`config.mk`:
```
export PLATFORM = sky130hd
export DESIGN_NAME = reg_dump_unit
export DESIGN_NICKNAME = d
export VERILOG_FILES = /design/src/rtl/reg_dump_pkg.sv /design/src/rtl/dump_skid_buf.sv /design/src/rtl/reg_dump_unit.sv
export SDC_FILE = /design/constraint.sdc
export NUM_CORES = 1
export LEC_CHECK = 0
export ABC_AREA = 1
export BUFFER_PORTS_ARGS = -buffer_cell sky130_fd_sc_hd__buf_4
export CAP_MARGIN = 0
export CORE_UTILIZATION = 30
export DETAILED_ROUTE_END_ITERATION = 12
export SYNTH_ARGS = -nofsm -noshare
export SYNTH_HDL_FRONTEND = slang
export SYNTH_SLANG_ARGS = --single-unit
```
`constraint.sdc`:
```
create_clock -name clk -period 2.05 [get_ports clk]
set_input_delay 0.205 -clock clk [delete_from_list [all_inputs] [get_ports clk]]
set_output_delay 0.205 -clock clk [all_outputs]
set_load 0.01 [all_outputs]
```
`src/rtl/reg_dump_pkg.sv`:
```
// Shared types and constants for the register-file dump sequencer.
package reg_dump_pkg;
  localparam int BYTE_W = 8;
  localparam int DEF_PW = 3;

  typedef enum logic [2:0] {
    IDLE,
    READ,
    SEND,
    CSUM,
    FINISH
  } state_t;
endpackage

```
`src/rtl/dump_skid_buf.sv`:
```
// Two-entry byte buffer: loads one or two bytes at once, pops the head on each handshake.
module dump_skid_buf
  import reg_dump_pkg::*;
(
  input  logic              clk,
  input  logic              rst_n,
  input  logic              load,
  input  logic              load_pair,
  input  logic [BYTE_W-1:0] din_a,
  input  logic [BYTE_W-1:0] din_b,
  input  logic              pop,
  output logic [BYTE_W-1:0] head,
  output logic              empty,
  output logic              one
);
  logic [BYTE_W-1:0] d0_reg, d1_reg;
  logic [1:0]        cnt_reg;

  always_ff @(posedge clk or negedge rst_n) begin
    if (!rst_n) begin
      d0_reg  <= '0;
      d1_reg  <= '0;
      cnt_reg <= 2'd0;
    end else if (load) begin
      d0_reg  <= din_a;
      d1_reg  <= din_b;
      cnt_reg <= load_pair ? 2'd2 : 2'd1;
    end else if (pop && cnt_reg != 2'd0) begin
      d0_reg  <= d1_reg;
      cnt_reg <= cnt_reg - 2'd1;
    end
  end

  assign head  = d0_reg;
  assign empty = (cnt_reg == 2'd0);
  assign one   = (cnt_reg == 2'd1);
endmodule

```
`src/rtl/reg_dump_unit.sv`:
```
// Walks a register range through both register-file read ports and streams the bytes,
// optionally followed by an 8-bit sum checksum.
module reg_dump_unit
  import reg_dump_pkg::*;
#(
  parameter int PW      = DEF_PW,
  parameter int CSUM_EN = 1
) (
  input  logic              clk,
  input  logic              rst_n,
  input  logic              start,
  input  logic [PW:0]       first_reg,
  input  logic [PW:0]       last_reg,
  output logic [PW:0]       rf_addrA,
  output logic [PW:0]       rf_addrB,
  output logic              rf_movInstr,
  output logic              rf_immVal,
  input  logic [BYTE_W-1:0] rf_datA,
  input  logic [BYTE_W-1:0] rf_datB,
  output logic [BYTE_W-1:0] tx_data,
  output logic              tx_valid,
  input  logic              tx_ready,
  output logic              tx_last,
  output logic              busy,
  output logic              done,
  output logic              err
);
  localparam int AW = PW + 1;

  state_t            state_reg;
  logic [AW-1:0]     ptr_reg, end_reg;
  logic [BYTE_W-1:0] csum_reg;
  logic              bad_reg, done_reg, err_reg;

  logic [AW-1:0]     ptr_inc;
  logic              pair_ok, range_bad, ptr_done, hs;
  logic              buf_empty, buf_one;
  logic [BYTE_W-1:0] buf_head;

  assign ptr_inc   = ptr_reg + AW'(1);
  assign pair_ok   = (ptr_inc <= end_reg);
  assign ptr_done  = (ptr_reg > end_reg);
  assign range_bad = first_reg[PW] | last_reg[PW] | (first_reg > last_reg);

  dump_skid_buf u_buf (
    .clk      (clk),
    .rst_n    (rst_n),
    .load     (state_reg == READ),
    .load_pair(pair_ok),
    .din_a    (rf_datA),
    .din_b    (rf_datB),
    .pop      (hs && state_reg == SEND),
    .head     (buf_head),
    .empty    (buf_empty),
    .one      (buf_one)
  );

  assign tx_valid    = (state_reg == SEND && !buf_empty) || (state_reg == CSUM);
  assign hs          = tx_valid && tx_ready;
  assign tx_data     = (state_reg == CSUM) ? csum_reg : buf_head;
  assign rf_addrA    = (state_reg == READ) ? ptr_reg : '0;
  assign rf_addrB    = (state_reg == READ) ? ptr_inc : '0;
  assign rf_movInstr = (state_reg != IDLE);
  assign rf_immVal   = 1'b0;
  assign busy        = (state_reg != IDLE);
  assign done        = done_reg;
  assign err         = err_reg;

  generate
    if (CSUM_EN != 0) begin : g_last_csum
      assign tx_last = (state_reg == CSUM);
    end else begin : g_last_data
      // Pointer already advanced past last_reg, so the lone remaining byte is the final one.
      assign tx_last = (state_reg == SEND) && buf_one && ptr_done;
    end
  endgenerate

  always_ff @(posedge clk or negedge rst_n) begin
    if (!rst_n) begin
      state_reg <= IDLE;
      ptr_reg   <= '0;
      end_reg   <= '0;
      csum_reg  <= '0;
      bad_reg   <= 1'b0;
      done_reg  <= 1'b0;
      err_reg   <= 1'b0;
    end else begin
      done_reg <= 1'b0;
      case (state_reg)
        IDLE: begin
          if (start) begin
            ptr_reg   <= first_reg;
            end_reg   <= last_reg;
            csum_reg  <= '0;
            err_reg   <= 1'b0;
            bad_reg   <= range_bad;
            state_reg <= range_bad ? FINISH : READ;
          end
        end
        READ: begin
          ptr_reg   <= ptr_reg + AW'(2);
          state_reg <= SEND;
        end
        SEND: begin
          if (hs) csum_reg <= csum_reg + buf_head;
          if (buf_empty || (buf_one && hs)) begin
            if (ptr_done) state_reg <= (CSUM_EN != 0) ? CSUM : FINISH;
            else          state_reg <= READ;
          end
        end
        CSUM: begin
          if (tx_ready) state_reg <= FINISH;
        end
        FINISH: begin
          done_reg  <= 1'b1;
          err_reg   <= bad_reg;
          state_reg <= IDLE;
        end
        default: state_reg <= IDLE;
      endcase
    end
  end
endmodule

```
==> results of run 1 <==
==> power by group through the flow <==
stage	Combinational [mW]	Clock [mW]	Sequential, mW
final	1.99	0.574	1.31
after detailed placement	1.94	0	1.33
after CTS	1.96	0.587	1.31
after floorplan	1.36	0	1.28
after global routing	2.32	0.619	1.34
after global placement	1.90	0	1.31
==> worst register-to-register path, delay by kind of cell, from the launching register on <==
family                   cells  cell delay, ns
adder cells (fa/ha/maj)      2            0.51
AO/OA/AOI/OAI                4            0.49
flip-flops                   1            0.39
buffers and inverters        1            0.06
XOR/XNOR                     1            0.16
AND/OR/NAND/NOR              3            0.19
==> cells in the mapped netlist, drive strengths merged <==
master / number
nand3: 17
nor2: 26
a21o: 1
xor2: 1
clkinv: 1
or2: 2
dfrtp: 40
xnor2: 4
ha: 24
nor3: 2
a21oi: 12
a31oi: 9
nand2: 129
buf: 9
nand3b: 1
nand4: 4
conb: 1
fa: 1
inv: 41
o21ai: 15
o211ai: 2
==> path summary, 6_finish.rpt <==
path | startpoint | endpoint | slack (ns) | cells after the start
max reg2reg | ptr_reg[1] | u_buf.cnt_reg[0] | 0.13 | 11
min in group asynchronous | rst_n | end_reg[1] | 0.43 | 2
max in group asynchronous | rst_n | u_buf.head[4] | 1.25 | 2
min | rf_datB[1] | u_buf.d1_reg[1] | 0.11 | 3
max | ptr_reg[1] | u_buf.cnt_reg[0] | 0.13 | 11
min reg2reg | u_buf.d1_reg[2] | u_buf.d1_reg[2] | 0.47 | 2
==> through the flow <==
stage / power, mW / setup slack [ns]
floorplan: 2.64 / 0.212
global placement: 3.22 / 0.156
detailed placement: 3.27 / 0.0721
CTS: 3.86 / 0.0425
global route: 4.28 / 0.00272
finish: 3.87 / 0.134
==> per-layer routing <==
layer	vias to the layer above	routed length [um]	track usage (%)
li1	1197	-	-
met1	1051	3030	20.1
met2	40	2630	24.2
met3	8	170	2.09
met4	0	123	6.03
met5	-	0	0
==> cell families (layout without fill, tap and decap cells) <==
logic type	Yosys count	after routing
AO/OA/AOI/OAI	39	39
XOR/XNOR	5	5
adder cells (fa/ha/maj)	25	25
buffers and inverters	51	108
flip-flops	40	40
other	1	1
AND/OR/NAND/NOR	181	181
==> area by class of cell <==
type | count | share of cell area [%]
clock buffers | 7 | 3.04
flip-flops and latches | 40 | 31.5
repair buffers | 59 | 14.0
inverters | 42 | 4.97
well taps | 105 | 4.14
multi-input cells | 251 | 42.3
==> timing repair <==
item / in CTS / in global routing
endpoints found under the hold margin: 40 / 0
endpoints found under the setup margin: 0 / 2
gates resized for setup: 0 / 1
setup buffers: 0 / 2
hold buffers: 1 / 0
==> flow_summary_export.csv, run 1 <==
group,metric,value,unit
setup_path,path_class,"flip-flop to flip-flop",
layout,design_area,3170,sq um
layout,fin_nets,452,
yosys,synth_cell_type_count,28,
global_route,grt_overflow,0,
power,pwr-share-clk,14.9,%
timing,max_clock_freq,522,MHz
setup_path,cp_top_family,"adder cells",
setup_path,crit_chain,"ha_1, xor2_1, o21ai_1, inv_1, ha_1, a21oi_1, o21ai_0, nand2_1, nand2_1, nand2_1, o21ai_0",
yosys,synth_seq_cells,40,
setup_path,critPathMaxFanout,3,
route,ant_nets,0,
yosys,netlist_area,2560,sq um
layout,final_common_cell,"nand2_1",
layout,final_cells,504,
layout,fillerInstances,861,
floorplan,coreArea,8260,sq um
yosys,netlist.area_leader.share,39.1,%
yosys,synth_nets,395,
cts,cts_root_buf,"clkbuf_8",
layout,postLayoutCoreUtil,38.4,%
yosys,synth_area_leaders,"dfrtp_1 39%, nand2_1 19%, ha_1 12%, inv_1 6.0%, nor2_1 3.7%",
placement,hpwl,4540,um
timing,final_max_slew_viol_count,0,
global_route,antenna_found_initial,0,
power,power_leakage,1.74,nW
power,ir_drop,0.000427,V
setup_path,critPathCaptureType,"flip-flop",
layout,layout-drive-gt1-share,18.0,%
route,vias,2296,
cts,clkTransAtPathRegs,0.08,ns
yosys,syn_inst,342,
timing,worst_pin_slew,0.528,ns
global_route,grt_pass1_vias,2249,
placement,placed_cells,494,
route,dr.pass1.iters,4,
yosys,synth_warnings,0,
yosys,synth_xor_area_share,1.71,%
timing,relSlewSlack,64.8,%
timing,hold_slack,0.107,ns
layout,antennaDiodeCount,0,
hold_path,min_path_type,"input pin to flip-flop",
floorplan,dieArea,8910,sq um
power,power_frac_comb,51.4,%
global_route,gr-usage-all-layers,14.9,%
timing,totalNegativeSetupSlack,0,ns
route,drcViolationCount,0,
layout,seq_area,1000,sq um
yosys,synth_fa_ha_area_share,12.5,%
floorplan,initial_utilization,31.0,%
cts,cts_buffers,5,
floorplan,fp.dieW,94.4,um
setup_path,cp.arrival,2.10,ns
power,powerDensity,1220,nW/um^2
floorplan,row_count,33,
placement,place_area,3050,sq um
cts,clkSinkCount,40,
timing,hold_violations,0,
cts,cts_buffer_depth,2,
yosys,synthMuxAreaShare,0,%
global_route,grt_max_degree,41,
timing,setup_viol_count_final,0,
setup_path,cp_num_buf_inv,1,
setup_path,max_stage_delay,0.39,ns
placement,gp_congestion,0.788,
cts,cts_tree,"yes",
yosys,yosys.area.top_type,"dfrtp_1",
setup_path,required,2.23,ns
setup_path,cpMaxStageDelayCell,"dfrtp_1",
route,wl_per_cell,11.8,um
yosys,synth_top_family_by_area,"simple AND/OR/NAND/NOR gates",
layout,syn2layout_area_growth,23.9,%
global_route,grt_pass1_wl,10300,um
timing,fin_crit_sh,93.4,%
layout,final_cell_mix,"128 x nand2_1, 58 x buf_4, 41 x inv_1, 40 x dfrtp_1, 25 x nor2_1",
power,p_sw,1.61,mW
power,power.share.switching,41.6,%
route,vias_per_cell,4.56,
layout,multi_input_area,1340,sq um
setup_path,startpoint_type,"flip-flop",
placement,numPortBuffers,49,
timing,rsz0062_at_grt,"false",
yosys,synth-seq-area-share,39.1,%
cts,clock_latency,0.30,ns
power,pwr-share-seq,33.8,%
yosys,synth_compound_area_share,8.35,%
setup_path,crit_top_cell,"nand2_1",
yosys,synth_area_per_cell,7.49,sq um
timing,clock_skew,0.0110,ns
floorplan,io_pins,51,
floorplan,die_h,94.4,um
cts,htreeDepth,2,
yosys,yosys.area_share.simple,29.7,%
route,drt_iter0_drc,66,
power,intPower,2.26,mW
flow_run,maxCapViolations,0,
timing,period_needed,1.92,ns
route,drt_wl_total,5960,um
status,status,"finished, final reports clean",
No activity file was read; power rests on OpenSTA's default activity.
==> run 2, diff against run 1 <==
Clock period 2.05 ns to 2.4 ns, I/O delays scaled along.
==> run 2 against run 1 <==
  * Die area is the same
  * Register-to-register slack gained 0.20 ns
  * Sequential power shrank 14%
  * Utilization shrank 0.24 points
  * Maximum frequency shrank 7.1%
  * Global-route usage shrank 0.50 points
  * Sequential share of layout area grew 0.20 points
  * Setup slack gained 0.20 ns
  * Critical path depth is the same
  * Critical path type unchanged
==> flow_summary_export.csv, run 2 (same netlist as run 1, synthesis figures left out) <==
group,metric,value,unit
cts,clkSinkCount,40,
cts,post_cts_buffers,0,
power,total_power,3.33,mW
cts,clkTransAtPathRegs,0.08,ns
global_route,grt_overflow,0,
cts,cts_tree,"yes",
cts,htreeDepth,2,
floorplan,fp.dieW,94.4,um
setup_path,rrSetupSlack,0.34,ns
setup_path,startpoint_type,"flip-flop",
power,powerDensity,1060,nW/um^2
setup_path,cp_num_buf_inv,1,
placement,hpwl,4370,um
timing,clock_skew,0.0115,ns
power,power_leakage,1.72,nW
floorplan,io_pins,51,
timing,hold_slack,0.131,ns
layout,postLayoutCoreUtil,38.2,%
timing,relSlewSlack,58.7,%
cts,cts_root_buf,"clkbuf_8",
global_route,gr-usage-all-layers,14.4,%
hold_path,min_path_type,"input pin to flip-flop",
setup_path,critPathMaxFanout,5,
hold_path,holdPathStages,3,
setup_path,path_class,"flip-flop to flip-flop",
setup_path,r2r-start,"ptr_reg[1]",
setup_path,cpMaxStageDelayCell,"dfrtp_1",
setup_path,cp.arrival,2.24,ns
layout,fillerInstances,876,
cts,cts-resized-gates,0,
hold_path,hold_start,"rf_datB[5]",
flow_run,maxCapViolations,0,
route,drcViolationCount,0,
global_route,antenna_found_initial,0,
floorplan,coreArea,8260,sq um
floorplan,initial_utilization,31.0,%
route,drt_iter0_drc,76,
layout,antennaDiodeCount,0,
status,status,"finished, final reports clean",
setup_path,critPathCaptureType,"flip-flop",
floorplan,die_h,94.4,um
cts,cts_buffers,5,
setup_path,cp_top_family,"adder cells",
global_route,grt_pass1_wl,10100,um
route,vias_per_cell,4.55,
global_route,grt_max_degree,41,
setup_path,reg2reg_to,"u_buf.cnt_reg[0]",
route,wl_per_cell,11.7,um
setup_path,required,2.58,ns
setup_path,crit_chain,"ha_1, xor2_1, o21ai_0, inv_1, ha_1, a21oi_1, o21ai_0, nand2_1, nand2_1, nand2_1, o21ai_0",
timing,worst_pin_slew,0.618,ns
layout,final_common_cell,"nand2_1",
layout,layout-drive-gt1-share,17.0,%
hold_path,min_to,"u_buf.d1_reg[5]",
timing,setup_viol_count_final,0,
route,dr.pass1.iters,4,
timing,hold_violations,0,
cts,ctsHoldBuffers,1,
layout,syn2layout_area_growth,23.2,%
placement,numPortBuffers,49,
route,drt_wl_total,5820,um
route,ant_nets,0,
floorplan,dieArea,8910,sq um
setup_path,max_stage_delay,0.44,ns
global_route,grt_pass1_vias,2168,
floorplan,row_count,33,
route,vias,2270,
timing,period_needed,2.06,ns
cts,cts_buffer_depth,2,
timing,final_max_slew_viol_count,0,
setup_path,ff2ff_path_depth,11,
timing,max_clock_freq,485,MHz
timing,totalNegativeSetupSlack,0,ns
timing,fin_crit_sh,85.9,%
layout,final_cell_mix,"128 x nand2_1, 52 x buf_4, 41 x inv_1, 40 x dfrtp_1, 25 x nor2_1",
power,ir_drop,0.000407,V
layout,fin_nets,446,
cts,clock_latency,0.30,ns
placement,gp_congestion,0.808,
timing,rsz0062_at_grt,"false",
run 2: how the worst max path moves through the flow:
| stage | end | cells past startpoint | startpoint |
|---|---|---|---|
| after CTS | u_buf.cnt_reg[0] | 11 | ptr_reg[1] |
| after global routing | u_buf.cnt_reg[0] | 11 | ptr_reg[1] |
| after global placement | u_buf.cnt_reg[0] | 11 | ptr_reg[1] |
| after detailed placement | u_buf.cnt_reg[0] | 11 | ptr_reg[1] |
| final | u_buf.cnt_reg[0] | 11 | ptr_reg[1] |
| after floorplan | u_buf.cnt_reg[0] | 11 | ptr_reg[1] |
run 2: power breakdown:
group / switching (mW) / internal (mW) / total (mW) / leakage, nW
Sequential: 0.193 / 0.933 / 1.13 / 0.488
Combinational: 0.927 / 0.678 / 1.61 / 1.17
Clock: 0.257 / 0.340 / 0.598 / 0.0614
Total: 1.38 / 1.95 / 3.33 / 1.72
run 2: through the flow:
step,instances,instance area [sq um],setup slack (ns)
after floorplan,342,2560,0.562
after global placement,490,3020,0.447
after detailed placement,490,3020,0.324
after CTS,499,3150,0.320
after global routing,499,3150,0.130
final,499,3150,0.338
run 2: final cells by class:
class                           count  area [sq um]  area share (%)
Clock buffer                        6          82.6            2.62
Multi-Input combinational cell    251          1340            42.6
Inverter                           42           158            5.00
Timing Repair Buffer               53           400            12.7
Tap cell                          105           131            4.17
Clock inverter                      2          38.8            1.23
Sequential cell                    40          1000            31.7
run 2: worst register-to-register path: stages, from the launching register on:
cell and delay, ns:
dfrtp_1 0.44, ha_1 0.23, xor2_1 0.15, o21ai_0 0.25, inv_1 0.08, ha_1 0.31
a21oi_1 0.13, o21ai_0 0.09, nand2_1 0.06, nand2_1 0.06, nand2_1 0.08, o21ai_0 0.07
run 2: per-layer routing:
layer / up-vias / track usage (%) / wire length [um]
li1: 1183 / - / -
met1: 1035 / 19.8 / 2870
met2: 48 / 23.6 / 2680
met3: 4 / 2.17 / 215
met4: 0 / 3.85 / 56
met5: - / 0 / 0
==> run 3, diff against run 2 <==
==> constraint.sdc (replaced) <==
create_clock -name clk -period 2.4 [get_ports clk]
set_input_delay 0.24 -clock clk [delete_from_list [all_inputs] [get_ports clk]]
set_output_delay 0.24 -clock clk [all_outputs]
set_load 0.1 [all_outputs]
==> run 3 against run 2 <==
  * Clock power down 20%
  * Worst hold slack got worse by 0.00068 ns
  * Combinational power up 47%
  * Clock-buffer cell count unchanged
  * Clock skew decreased by 0.0019 ns
  * Die area stayed put
  * Cell area shrank 0.32%
  * Sequential share of layout area up 0.10 points
  * Utilization shrank 0.12 points
  * Cell count up 0.20%
  * Critical path type is now flip-flop to primary output
  * Critical endpoint is now rf_addrA[1]
  * Largest power group unchanged
==> flow_summary_export.csv, run 3 (same netlist as run 1, synthesis figures left out) <==
group,metric,value,unit
status,status,"finished, final reports clean",
placement,gp_congestion,0.803,
route,drt_iter0_drc,62,
global_route,grt_overflow,0,
setup_path,required,2.16,ns
timing,fin_crit_sh,84.6,%
floorplan,die_h,94.4,um
global_route,gr-usage-all-layers,14.4,%
timing,layout_setup_ws,0.370,ns
placement,placed_cells,491,
flow_run,maxCapViolations,0,
power,powerDensity,1260,nW/um^2
cts,clkSinkCount,40,
setup_path,startpoint_type,"flip-flop",
timing,hold_slack,0.131,ns
timing,relSlewSlack,65.5,%
timing,clock_skew,0.00962,ns
power,power_leakage,1.71,nW
global_route,grt_pass1_wl,10000,um
route,dr.pass1.iters,4,
cts,cts_root_buf,"clkbuf_8",
placement,dp_slack,0.367,ns
global_route,grt_max_degree,41,
setup_path,critPathCaptureType,"primary output",
power,p_sw,2.11,mW
route,ant_nets,0,
layout,layout-drive-gt1-share,17.7,%
cts,clkTransAtPathRegs,0.08,ns
cts,clock_latency,0.30,ns
global_route,grt_pass1_vias,2207,
cts,post_cts_buffers,0,
setup_path,cp.arrival,1.79,ns
power,ir_drop,0.000469,V
hold_path,min_path_type,"input pin to flip-flop",
placement,numPortBuffers,49,
power,pwr-share-seq,28.4,%
floorplan,io_pins,51,
timing,max_clock_freq,493,MHz
timing,rsz0062_at_grt,"false",
cts,cts_buffer_depth,2,
layout,final_cell_mix,"128 x nand2_1, 53 x buf_4, 41 x inv_1, 40 x dfrtp_1",
cts,cts-resized-gates,0,
route,vias_per_cell,4.46,
timing,worst_pin_slew,0.516,ns
layout,final_cells,500,
timing,final_max_slew_viol_count,0,
floorplan,fp.dieW,94.4,um
route,drt_wl_total,5710,um
timing,totalNegativeSetupSlack,0,ns
timing,hold_violations,0,
cts,cts_buffers,5,
route,vias,2229,
layout,antennaDiodeCount,0,
setup_path,critPathMaxFanout,14,
cts,cts_tree,"yes",
floorplan,row_count,33,
cts,htreeDepth,2,
global_route,antenna_found_initial,0,
layout,syn2layout_area_growth,22.8,%
power,power_frac_comb,59.5,%
floorplan,dieArea,8910,sq um
layout,final_common_cell,"nand2_1",
placement,hpwl,4400,um
power,intPower,1.86,mW
setup_path,path_class,"flip-flop to primary output",
layout,fin_nets,447,
power,pwr-share-clk,12.1,%
timing,setup_viol_count_final,0,
floorplan,initial_utilization,31.0,%
route,wl_per_cell,11.4,um
timing,period_needed,2.03,ns
power,power.share.switching,53.1,%
route,drcViolationCount,0,
floorplan,coreArea,8260,sq um
-- run 3: final timing paths --
check | startpoint | end | slack (ns) | cells after the start
max | state_reg[2] | rf_addrA[1] | 0.37 | 4
min | rf_datB[6] | u_buf.d1_reg[6] | 0.13 | 3
min reg2reg | u_buf.d1_reg[5] | u_buf.d1_reg[5] | 0.48 | 2
max in group asynchronous | rst_n | u_buf.d1_reg[7] | 1.59 | 2
max reg2reg | ptr_reg[1] | u_buf.cnt_reg[0] | 0.38 | 11
min in group asynchronous | rst_n | csum_reg[1] | 0.46 | 2
-- run 3: critical path: stages (launching register included) --
cell	delay, ns
dfrtp_1	0.45
nor2_1	0.15
nand2_1	0.32
nor2_2	0.25
buf_4	0.32
-- run 3: stage by stage --
step / power [mW] / area, sq um / util [%]
after floorplan: 2.99 / 2570 / -
after global placement: 3.46 / 3040 / 36.8
after detailed placement: 3.51 / 3040 / 36.8
after CTS: 4.00 / 3140 / 38.1
after global routing: 4.32 / 3140 / 38.1
final: 3.96 / 3140 / 38.1
-- run 3: final cells by class --
type | count | area (sq um)
Fill cell | 886 | 5110
Clock buffer | 6 | 82.6
Sequential cell | 40 | 1000
Timing Repair Buffer | 54 | 408
Multi-Input combinational cell | 251 | 1350
Clock inverter | 2 | 15.0
Tap cell | 105 | 131
Inverter | 42 | 158
-- run 3: per-layer routing --
metal  share of wire, %  GRT usage, %
met1                 50          19.7
met2                 45          22.9
met3                3.8          2.66
met4                1.3          4.62
met5                  0             0
-- run 3: repair_timing --
action                                  CTS  global route
hold buffers                              1             0
endpoints found under the hold margin    40             0
endpoints found under the setup margin    0             0
-- run 3: power by group through the flow --
| stage | clock network [mW] | registers, mW | logic (mW) |
|---|---|---|---|
| finish | 0.480 | 1.13 | 2.36 |
| global route | 0.523 | 1.17 | 2.64 |
| CTS | 0.493 | 1.13 | 2.38 |
| detailed placement | 0 | 1.14 | 2.36 |
| global placement | 0 | 1.13 | 2.33 |
| floorplan | 0 | 1.20 | 1.79 |
